File: config.mk
export PLATFORM = sky130hd
export DESIGN_NAME = mmu_dispatch_ctrl
export DESIGN_NICKNAME = d
export VERILOG_FILES = /design/src/rtl/mmu_dispatch_ctrl.sv
export SDC_FILE = /design/constraint.sdc
export NUM_CORES = 1
export LEC_CHECK = 0
export CAP_MARGIN = 20
export CORE_UTILIZATION = 49
export CTS_BUF_LIST = sky130_fd_sc_hd__clkbuf_8
export DETAILED_ROUTE_END_ITERATION = 7
export PLACE_DENSITY = 0.74
export SLEW_MARGIN = 30
export SYNTH_ARGS = -nofsm -noshare
export SYNTH_HDL_FRONTEND = slang
export SYNTH_SLANG_ARGS = --single-unit
File: constraint.sdc
create_clock -name clk -period 6.3 [get_ports clk]
set_clock_uncertainty 0.15 [all_clocks]
set_input_delay 1.26 -clock clk [delete_from_list [all_inputs] [get_ports clk]]
set_output_delay 1.26 -clock clk [all_outputs]
set_load 0.03 [all_outputs]
File: src/rtl/mmu_dispatch_ctrl.sv
// mmu_dispatch_ctrl
// Queues translation requests in a small FIFO and issues them one at a time
// to a downstream 2-way selector. Each issue is a single-cycle drive pulse.
// The selector's completion pulse then retires the head entry.
//
// Ports
//   clk       : sole clock, rising edge
//   rst       : asynchronous active-high reset
//   i_valid   : upstream request present (push = i_valid & o_ready)
//   o_ready   : FIFO has room
//   i_vaddr   : request virtual address
//   i_route   : destination, 0 -> port0, 1 -> port1
//   o_drive   : one-cycle issue pulse to the selector
//   o_select  : one-hot destination (01 port0, 10 port1, 00 idle)
//   o_vaddr   : address of the in-flight request (holds in idle)
//   i_free    : one-cycle completion pulse from the selector
//   o_count   : FIFO occupancy
//   o_err     : sticky flag, set by a completion pulse with nothing waiting
module mmu_dispatch_ctrl #(
  parameter int VA_W  = 32,
  parameter int DEPTH = 4,
  localparam int PW   = $clog2(DEPTH),
  localparam int CW   = PW + 1
) (
  input  logic            clk,
  input  logic            rst,
  input  logic            i_valid,
  output logic            o_ready,
  input  logic [VA_W-1:0] i_vaddr,
  input  logic            i_route,
  output logic            o_drive,
  output logic [1:0]      o_select,
  output logic [VA_W-1:0] o_vaddr,
  input  logic            i_free,
  output logic [CW-1:0]   o_count,
  output logic            o_err
);

  typedef enum logic [1:0] {IDLE, DRIVE, WAIT} state_t;

  // Entry layout: {route, vaddr}
  logic [VA_W:0] mem [DEPTH];

  state_t          state_q, state_d;
  logic [PW-1:0]   wr_ptr_q, wr_ptr_d;
  logic [PW-1:0]   rd_ptr_q, rd_ptr_d;
  logic [CW-1:0]   count_q, count_d;
  logic            drive_q, drive_d;
  logic [1:0]      select_q, select_d;
  logic [VA_W-1:0] vaddr_q, vaddr_d;
  logic            err_q, err_d;

  logic          push, pop;
  logic [VA_W:0] head_cur, head_next;

  always_comb begin
    push = i_valid && (count_q != CW'(DEPTH));
    pop  = (state_q == WAIT) && i_free;

    // An empty FIFO takes its head from the incoming request in the same
    // edge, so a push into an empty queue is issued one cycle later.
    head_cur  = (count_q != '0) ? mem[rd_ptr_q] : {i_route, i_vaddr};
    // Head after a pop: the next stored entry, or a same-cycle push.
    head_next = (count_q > CW'(1)) ? mem[rd_ptr_q + PW'(1)] : {i_route, i_vaddr};

    wr_ptr_d = push ? wr_ptr_q + PW'(1) : wr_ptr_q;
    rd_ptr_d = pop  ? rd_ptr_q + PW'(1) : rd_ptr_q;
    count_d  = count_q;
    if (push && !pop) count_d = count_q + CW'(1);
    if (pop && !push) count_d = count_q - CW'(1);

    state_d  = state_q;
    drive_d  = 1'b0;
    select_d = select_q;
    vaddr_d  = vaddr_q;
    err_d    = err_q || (i_free && (state_q != WAIT));

    unique case (state_q)
      IDLE: begin
        select_d = 2'b00;
        if ((count_q != '0) || push) begin
          state_d  = DRIVE;
          drive_d  = 1'b1;
          select_d = head_cur[VA_W] ? 2'b10 : 2'b01;
          vaddr_d  = head_cur[VA_W-1:0];
        end
      end
      DRIVE: begin
        state_d = WAIT;
      end
      WAIT: begin
        if (i_free) begin
          if ((count_q > CW'(1)) || push) begin
            state_d  = DRIVE;
            drive_d  = 1'b1;
            select_d = head_next[VA_W] ? 2'b10 : 2'b01;
            vaddr_d  = head_next[VA_W-1:0];
          end else begin
            state_d  = IDLE;
            select_d = 2'b00;
          end
        end
      end
      default: begin
        state_d  = IDLE;
        select_d = 2'b00;
      end
    endcase
  end

  always_ff @(posedge clk or posedge rst) begin
    if (rst) begin
      state_q  <= IDLE;
      wr_ptr_q <= '0;
      rd_ptr_q <= '0;
      count_q  <= '0;
      drive_q  <= 1'b0;
      select_q <= 2'b00;
      vaddr_q  <= '0;
      err_q    <= 1'b0;
    end else begin
      state_q  <= state_d;
      wr_ptr_q <= wr_ptr_d;
      rd_ptr_q <= rd_ptr_d;
      count_q  <= count_d;
      drive_q  <= drive_d;
      select_q <= select_d;
      vaddr_q  <= vaddr_d;
      err_q    <= err_d;
    end
  end

  // Storage carries no reset; occupancy and pointers define validity.
  always_ff @(posedge clk) begin
    if (push) mem[wr_ptr_q] <= {i_route, i_vaddr};
  end

  assign o_ready  = (count_q != CW'(DEPTH));
  assign o_drive  = drive_q;
  assign o_select = select_q;
  assign o_vaddr  = vaddr_q;
  assign o_count  = count_q;
  assign o_err    = err_q;

endmodule

### Yosys cells after proc, flatten, opt, wreduce, memory -nomap -nowiden

Memory sizes are Yosys's and may differ from the RTL's.
Cells that the tools add are included.

* bits in registers: 45
* RAM bits: 132
* input bits: 37
* output and inout port bits: 40
* word-level logic and storage cells: 63
* memories kept: 1

Memories
* mem: depth 4, bits a word 33, rd ports 2, clocked after memory_dff 0, write ports 1, RTL line 42 `logic [VA_W:0] mem [DEPTH];`

* add/sub/neg operators: 4
* order comparisons: 1
* eq/ne operators: 7
* multiplexer cells: 24
* bitwise gates (word level): 1
* reduce and logical (&&, ||, !) cells: 17

Operators with widths (count)
* 32-bit 2-to-1 mux: 3
* 33-bit 2-to-1 mux: 2
* 32-bit one-hot mux with 2 select lines: 1
* 2-bit 2-to-1 mux: 7
* 2-bit one-hot mux with 3 select lines: 2
* 1-bit 2-to-1 mux: 6
* 3-bit 2-to-1 mux: 2
* 2-bit inequality test (second input constant): 3
* 1-bit logical AND: 5
* 2-bit by 1-bit adder with 2-bit output (second input constant): 2
* 2-bit AND reduction: 2
* 4-bit AND reduction: 1
* 2-bit nonzero test: 2
* 3-bit by 1-bit adder with 3-bit output (second input constant): 1
* 3-bit by 1-bit > comparator with 1-bit output (second input constant): 1
* 1-bit logical OR: 3
* 3-bit inequality test (second input constant): 1
* 3-bit nonzero test: 1
* 3-bit by 1-bit subtractor with 3-bit output (second input constant): 1
* 2-bit by 1-bit == test with 1-bit output (second input constant): 1
* 2-bit == test (second input constant): 1
* 1-bit zero test: 2
* 2-bit zero test: 1
* 2-bit by 1-bit inequality test with 1-bit output (second input constant): 1
* other kinds (2): 2

### Logic depth before layout (Yosys ltp)

Gate-level depths: netlist of run 1.
An unclocked memory read counts as a cell.

* depth after elaboration: 7
* depth in mapped cells: 10
* depth with buffers taken out: 8

### Worst setup path before layout of run 1

No wires, ideal clock.

* path type: reg-to-reg
* from: register count_q[0], in the netlist o_count[0]
* to: memory mem[0][0] (netlist name) (enable)
* setup time: 393 ps
* arrival: 2138 ps
* required time: 5757 ps
* path slack: 3619 ps
* stages on the path, launching flop included: 5
* path buffers: 0
* period minus slack after synthesis: 2681 ps
* cell sequence: dfrtp_1 inv_1 ha_1 nand2_1 and3_1

* word-level cells in the longest chain between the ends: 4

RTL lines
* from (decl): RTL line 47 `logic [CW-1:0] count_q, count_d;`
* from (signal assigned): RTL line 125 `count_q <= count_d;`
* 3-bit inequality test
* net o_ready: RTL line 28 `output logic o_ready,`
* 1-bit logical AND: RTL line 57 `push = i_valid && (count_q != CW'(DEPTH));`
* 1-bit 2-to-1 mux: RTL line 135 `if (push) mem[wr_ptr_q] <= {i_route, i_vaddr};`
* 1-bit 2-to-1 mux (implied by the code): RTL line 135
* to (decl): RTL line 42

The timed path passes the listed nets, and every way through them passes these cells.

### Worst setup path after layout of run 1

* from: register count_q[0], in the netlist o_count[0]
* to: output o_ready

* word-level cells in the longest chain between the ends: 1

RTL lines
* 3-bit inequality test: RTL line 138 `assign o_ready = (count_q != CW'(DEPTH));`
* to (decl): RTL line 28

Every way passes these cells.

==> impl_metrics.toml, run 1 <==
[detailed_routing]
first_iter_violations = 700
drc = 0
antenna_left = 0
firstDrtPassIters = 5
routed_via_count = 6215
detail_route.wl_per_cell_um = 22.5
wirelength_um = 21200
route.detailed.vias_per_inst = 6.60

[critical_path]
critical_path_peak_fanout = 6
critical_path.n_buffers_inverters = 2
critical_path_source_type = "flip-flop"
wp_data_required_ps = 4890
timing.critical_path.cells = "inv_1 > ha_1 > nand2_1 > clkdlybuf4s50_1"
cp_slowest_stage_delay_ps = 690
cp_top_family = "buffers and inverters"
crit_type = "reg2out"
crit_path_end_kind = "output port"
crit_arrival_ps = 2200
crit_path_top_delay_cell = "sky130_fd_sc_hd__clkdlybuf4s50_1"

[clock_tree]
postCtsSetupBuffers = 0
cts_tree = "done"
cts_buffer_depth = 2
htree_num_levels = 4
clockRootBuffer = "sky130_fd_sc_hd__clkbuf_8"
worst_setup_hold_path_clk_slew_ps = 90
cts_buffers = 17
worstSkewPairLatency_ps = 470
cts.repair.resized = 0
clock_sinks = 177
cts-hold-fix-buffers = 0

[logic_synthesis]
share_of_the_yosys_chip_area_belonging_to_registers = 0.583
ys.warnings.count = 0
edff_count_synth = 132
synth.net_count = 714
mappedNetlistArea_um2 = 8720
syn-mean-instance-area_um2 = 13.1
synthDistinctLibCells = 40
synth_flop_cell = "sky130_fd_sc_hd__edfxtp_1"
post_synth_inst_count = 668
ys_ff_latch = 177
ys_async_sr_fraction = 0.254

[grt]
antenna_found_initial = 0
global_route.usage.total = 0.242
grt_remaining_overflow = 0
grt_first_pass_wirelength_um = 33500
grt_start_max_net_pins = 101
grt_pass1_vias = 6354

[status]
run_status = "finished clean"

[cells_and_area]
synthToLayoutAreaGrowth_pct = 13.4
antenna-diode-count = 0
final_nets = 750
drive_gt1_frac = 0.0781

[timing]
timing.setup.tns_ps = 0
fmax_ghz = 0.277
maxSlewViolCount = 0
timing.final.hold_violations = 0
timing.max_slew.rel_slack = 0.422
worst_slew_pin_slew_ps = 867
rsz0062_at_grt = "false"
setup-violations-final = 0
final.hold.worst_slack_ps = 351
timing.final.crit_share = 0.573
finalWorstPathRequiredPeriod_ps = 3610

[power]
fin_total_pwr_w = 0.00532
powerDensity_nw_per_um2 = 537
power.leakage_nw = 3.40
power.ir.vdd_worst_uv = 428

[floorplanning]
coreArea_um2 = 17400
die_area_um2 = 18300
fp.dieW_um = 135
die_h_um = 135
boundaryPins = 77
std_cell_rows = 48
initial_standard_cell_utilization_of_the_core = 0.503

[placement]
dp_hpwl_um = 11300
place_congestion = 0.765
numPortBuffers = 76

[flow_run]
cap_viol_max_count = 0

[min_path]
worst_hold_path_type = "reg2reg"
## per-stage QoR
step	instance area, um2	setup WS, ps	utilization	std cells
2_1_floorplan	8720	3620	-	668
3_3_place_gp	9430	2350	0.543	909
3_5_place_dp	9460	2600	0.545	910
4_1_cts	9890	2650	0.570	942
5_1_grt	9890	2560	0.570	942
6_report	9890	2690	0.570	942
## where the power goes
| part | internal (W) | switching, W |
|---|---|---|
| combinational | 0.000969 | 0.00170 |
| sequential | 0.00159 | 0.000229 |
| clock | 0.000428 | 0.000402 |
## cell type report
cell class	count	area, um2
Clock buffer	17	234
Clock inverter	15	193
Fill cell	1346	7460
Inverter	11	43.8
Multi-Input combinational cell	408	3170
Sequential cell	177	5090
Tap cell	225	282
Timing Repair Buffer	89	875
## Yosys cell counts (6+ instances only)
master                     instances  area share
sky130_fd_sc_hd__edfxtp_1        132        0.45
sky130_fd_sc_hd__mux2i_1          98        0.11
sky130_fd_sc_hd__a211oi_1         64       0.055
sky130_fd_sc_hd__dfrtp_1          45        0.13
sky130_fd_sc_hd__a21oi_1          34       0.020
sky130_fd_sc_hd__a31oi_1          34       0.024
sky130_fd_sc_hd__nand3_1          33       0.019
sky130_fd_sc_hd__nor3_1           32       0.018
sky130_fd_sc_hd__o31ai_1          32       0.028
sky130_fd_sc_hd__o32ai_1          32       0.032
sky130_fd_sc_hd__buf_2            24       0.014
sky130_fd_sc_hd__clkbuf_1         22      0.0095
sky130_fd_sc_hd__buf_6            15       0.019
sky130_fd_sc_hd__ha_1              9       0.013
sky130_fd_sc_hd__inv_1             9      0.0039
sky130_fd_sc_hd__buf_4             8      0.0069
sky130_fd_sc_hd__xnor2_1           6      0.0060
## routing by layer
layer / global-route usage / up-vias / routed length (um)
li1: - / 2751 / -
met2: 0.403 / 293 / 10400
met1: 0.309 / 3133 / 8900
met3: 0.0423 / 38 / 1460
met4: 0.112 / 0 / 417
met5: 0 / - / 0
## worst paths after layout
kind                                  from     endpoint  slack [ps]  cells past startpoint
max in group asynchronous              rst  rd_ptr_q[1]        4420                      2
worst max register to register  o_count[1]  o_vaddr[22]        3010                      8
worst max-delay path            o_count[0]      o_ready        2690                      4
min in group asynchronous              rst  o_vaddr[19]        1090                      2
worst min register to register       o_err        o_err         350                      1
worst min-delay path                 o_err        o_err         350                      1
## placed cells by master, fill, tap and decap left out, types with 4 or more instances in the layout
cell type,n
sky130_fd_sc_hd__edfxtp_1,132
sky130_fd_sc_hd__clkdlybuf4s50_1,76
sky130_fd_sc_hd__o32ai_1,32
sky130_fd_sc_hd__a21oi_1,34
sky130_fd_sc_hd__a211oi_1,64
sky130_fd_sc_hd__clkbuf_8,17
sky130_fd_sc_hd__and3_1,4
sky130_fd_sc_hd__clkinv_4,4
sky130_fd_sc_hd__buf_4,11
sky130_fd_sc_hd__clkinv_1,4
sky130_fd_sc_hd__nor3_1,32
sky130_fd_sc_hd__mux2i_1,98
sky130_fd_sc_hd__a31oi_1,34
sky130_fd_sc_hd__dfrtp_1,43
sky130_fd_sc_hd__inv_1,8
sky130_fd_sc_hd__o31ai_1,32
sky130_fd_sc_hd__nand3_1,33
sky130_fd_sc_hd__nand2_1,4
sky130_fd_sc_hd__xnor2_1,6
sky130_fd_sc_hd__bufinv_16,4
sky130_fd_sc_hd__ha_1,9
## cells by family (layout without fill, tap and decap cells)
logic type / after synthesis / in the layout / synth area share
fa+ha+maj: 9 / 9 / 0.0129
xor+xnor: 6 / 6 / 0.00602
mux: 101 / 101 / 0.119
simple gates: 83 / 83 / 0.0509
buf+inv: 83 / 132 / 0.0555
compound gates: 209 / 209 / 0.172
flops: 177 / 177 / 0.583
## registers in the layout, indices dropped and copies added, names as in the netlist
signal and count:
o_count 3, o_err 1, wr_ptr_q 2, o_select 2, state_q 2, o_drive 1
o_vaddr 32, mem 132, rd_ptr_q 2
No activity file was read; power rests on OpenSTA's default activity.
==> run 2: changes to the inputs <==
--- a/config.mk
+++ b/config.mk
@@ -9,7 +9,7 @@
 export CORE_UTILIZATION = 49
 export CTS_BUF_LIST = sky130_fd_sc_hd__clkbuf_8
 export DETAILED_ROUTE_END_ITERATION = 7
-export PLACE_DENSITY = 0.74
+export PLACE_DENSITY = 0.77
 export SLEW_MARGIN = 30
 export SYNTH_ARGS = -nofsm -noshare
 export SYNTH_HDL_FRONTEND = slang
==> constraint.sdc (replaced) <==
create_clock -name clk -period 3.3 [get_ports clk]
set_clock_uncertainty 0.15 [all_clocks]
set_input_delay 0.66 -clock clk [delete_from_list [all_inputs] [get_ports clk]]
set_output_delay 0.66 -clock clk [all_outputs]
set_load 0.03 [all_outputs]
==> run 2 against run 1 <==
  * Critical path depth stayed put
  * Utilization is 0.50 points higher
  * Register-to-register slack worse by 2200 ps
  * Global-route usage is 0.060 points lower
==> impl_metrics.toml, run 2 (synthesized netlist as in run 1, its figures left out) <==
[status]
run_status = "finished clean"

[clock_tree]
cts_tree = "done"
cts-hold-fix-buffers = 0
clock_sinks = 177
cts_buffer_depth = 2
htree_num_levels = 4
worstSkewPairLatency_ps = 460
cts_buffers = 17
worst_setup_hold_path_clk_slew_ps = 80
cts.repair.resized = 0
postCtsSetupBuffers = 0
clockRootBuffer = "sky130_fd_sc_hd__clkbuf_8"

[cells_and_area]
largest-register = "mem"
layout_commonest_cell = "sky130_fd_sc_hd__edfxtp_1"
filler_cell_count = 1345
final_nets = 760
layout.cells.most_common_list = "132 x sky130_fd_sc_hd__edfxtp_1, 98 x sky130_fd_sc_hd__mux2i_1, 76 x sky130_fd_sc_hd__clkdlybuf4s50_1"
largest_register_ff_count = 132
final_core_util = 0.575
drive_gt1_frac = 0.0922
synthToLayoutAreaGrowth_pct = 14.4
antenna-diode-count = 0

[detailed_routing]
firstDrtPassIters = 5
first_iter_violations = 731
drc = 0
routed_via_count = 6305
antenna_left = 0
detail_route.wl_per_cell_um = 22.6
wirelength_um = 21600
route.detailed.vias_per_inst = 6.62

[grt]
grt_start_max_net_pins = 67
antenna_found_initial = 0
grt_pass1_vias = 6331
grt_first_pass_wirelength_um = 33200
global_route.usage.total = 0.242
grt_remaining_overflow = 0

[floorplanning]
fp.dieW_um = 135
coreArea_um2 = 17400
std_cell_rows = 48
die_area_um2 = 18300
boundaryPins = 77
die_h_um = 135
initial_standard_cell_utilization_of_the_core = 0.503

[critical_path]
crit_path_end_kind = "output port"
wp_data_required_ps = 2490
critical_path_source_type = "flip-flop"
crit_arrival_ps = 2190
critical_path_peak_fanout = 6
crit_start = "o_count[0]"
r2r_start = "rd_ptr_q[1]"
crit_type = "reg2out"

[placement]
dp_hpwl_um = 12200
place_congestion = 0.803
numPortBuffers = 76

[power]
power.ir.vdd_worst_uv = 1040
power.leakage_nw = 3.48
fin_total_pwr_w = 0.0103
powerDensity_nw_per_um2 = 1030

[timing]
timing.setup.tns_ps = 0
setup-violations-final = 0
timing.final.crit_share = 0.911
rsz0062_at_grt = "false"
worst_slew_pin_slew_ps = 836
finalWorstPathRequiredPeriod_ps = 3000
timing.final.hold_violations = 0
timing.max_slew.rel_slack = 0.442
maxSlewViolCount = 0
fmax_ghz = 0.333

[flow_run]
cap_viol_max_count = 0

[min_path]
holdCritStartpoint = "o_err"
worst_hold_path_type = "reg2reg"
==> run 2: cell types whose count changed in the layout (fill, tap and decap cells not counted), sizes merged <==
cell	previous run	this run
clkbuf	17	20
clkinvlp	3	2
clkinv	8	3
buf	13	23
inv	11	14
==> run 2: report_power, final <==
group / internal, W / switching, W / leakage, nW
Clock: 0.000875 / 0.000743 / 0.229
Combinational: 0.00190 / 0.00315 / 1.54
Sequential: 0.00304 / 0.000541 / 1.71
==> run 2: metrics by stage <==
step,area [um2],cells,hold WS (ps),setup WS [ps]
3_5_place_dp,9540,920,308,602
4_1_cts,9980,952,337,282
5_1_grt,9980,952,367,163
6_report,9980,952,327,295
3_3_place_gp,9540,920,296,705
2_1_floorplan,8720,668,430,619
==> run 2: worst paths after layout <==
check | endpoint | slack (ps) | depth (start not counted)
setup / recovery | o_ready | 300 | 4
hold / removal | o_err | 330 | 1
setup reg to reg | o_vaddr[11] | 850 | 5
hold reg to reg | o_err | 330 | 1
max in group asynchronous | o_vaddr[12] | 1920 | 3
min in group asynchronous | o_vaddr[29] | 410 | 2
==> run 2: critical path: stages, from the launching register on <==
cell and delay (ps):
sky130_fd_sc_hd__dfrtp_1 500, sky130_fd_sc_hd__inv_1 100, sky130_fd_sc_hd__ha_1 260, sky130_fd_sc_hd__nand2_1 170
sky130_fd_sc_hd__clkdlybuf4s50_1 700
==> run 2: final cells by class <==
cell class                      instances  area (um2)  area share
Sequential cell                       177        5090       0.510
Multi-Input combinational cell        408        3160       0.317
Timing Repair Buffer                   99         958      0.0960
Tap cell                              225         282      0.0282
Clock buffer                           20         275      0.0276
Clock inverter                         12         165      0.0165
Inverter                               11        41.3     0.00414
==> run 2: layer usage <==
| metal | track usage | up-vias | share of wire |
|---|---|---|---|
| li1 | - | 2774 | - |
| met1 | 0.310 | 3142 | 0.40 |
| met2 | 0.401 | 348 | 0.49 |
| met3 | 0.0509 | 41 | 0.092 |
| met4 | 0.0918 | 0 | 0.018 |
| met5 | 0 | - | 0 |
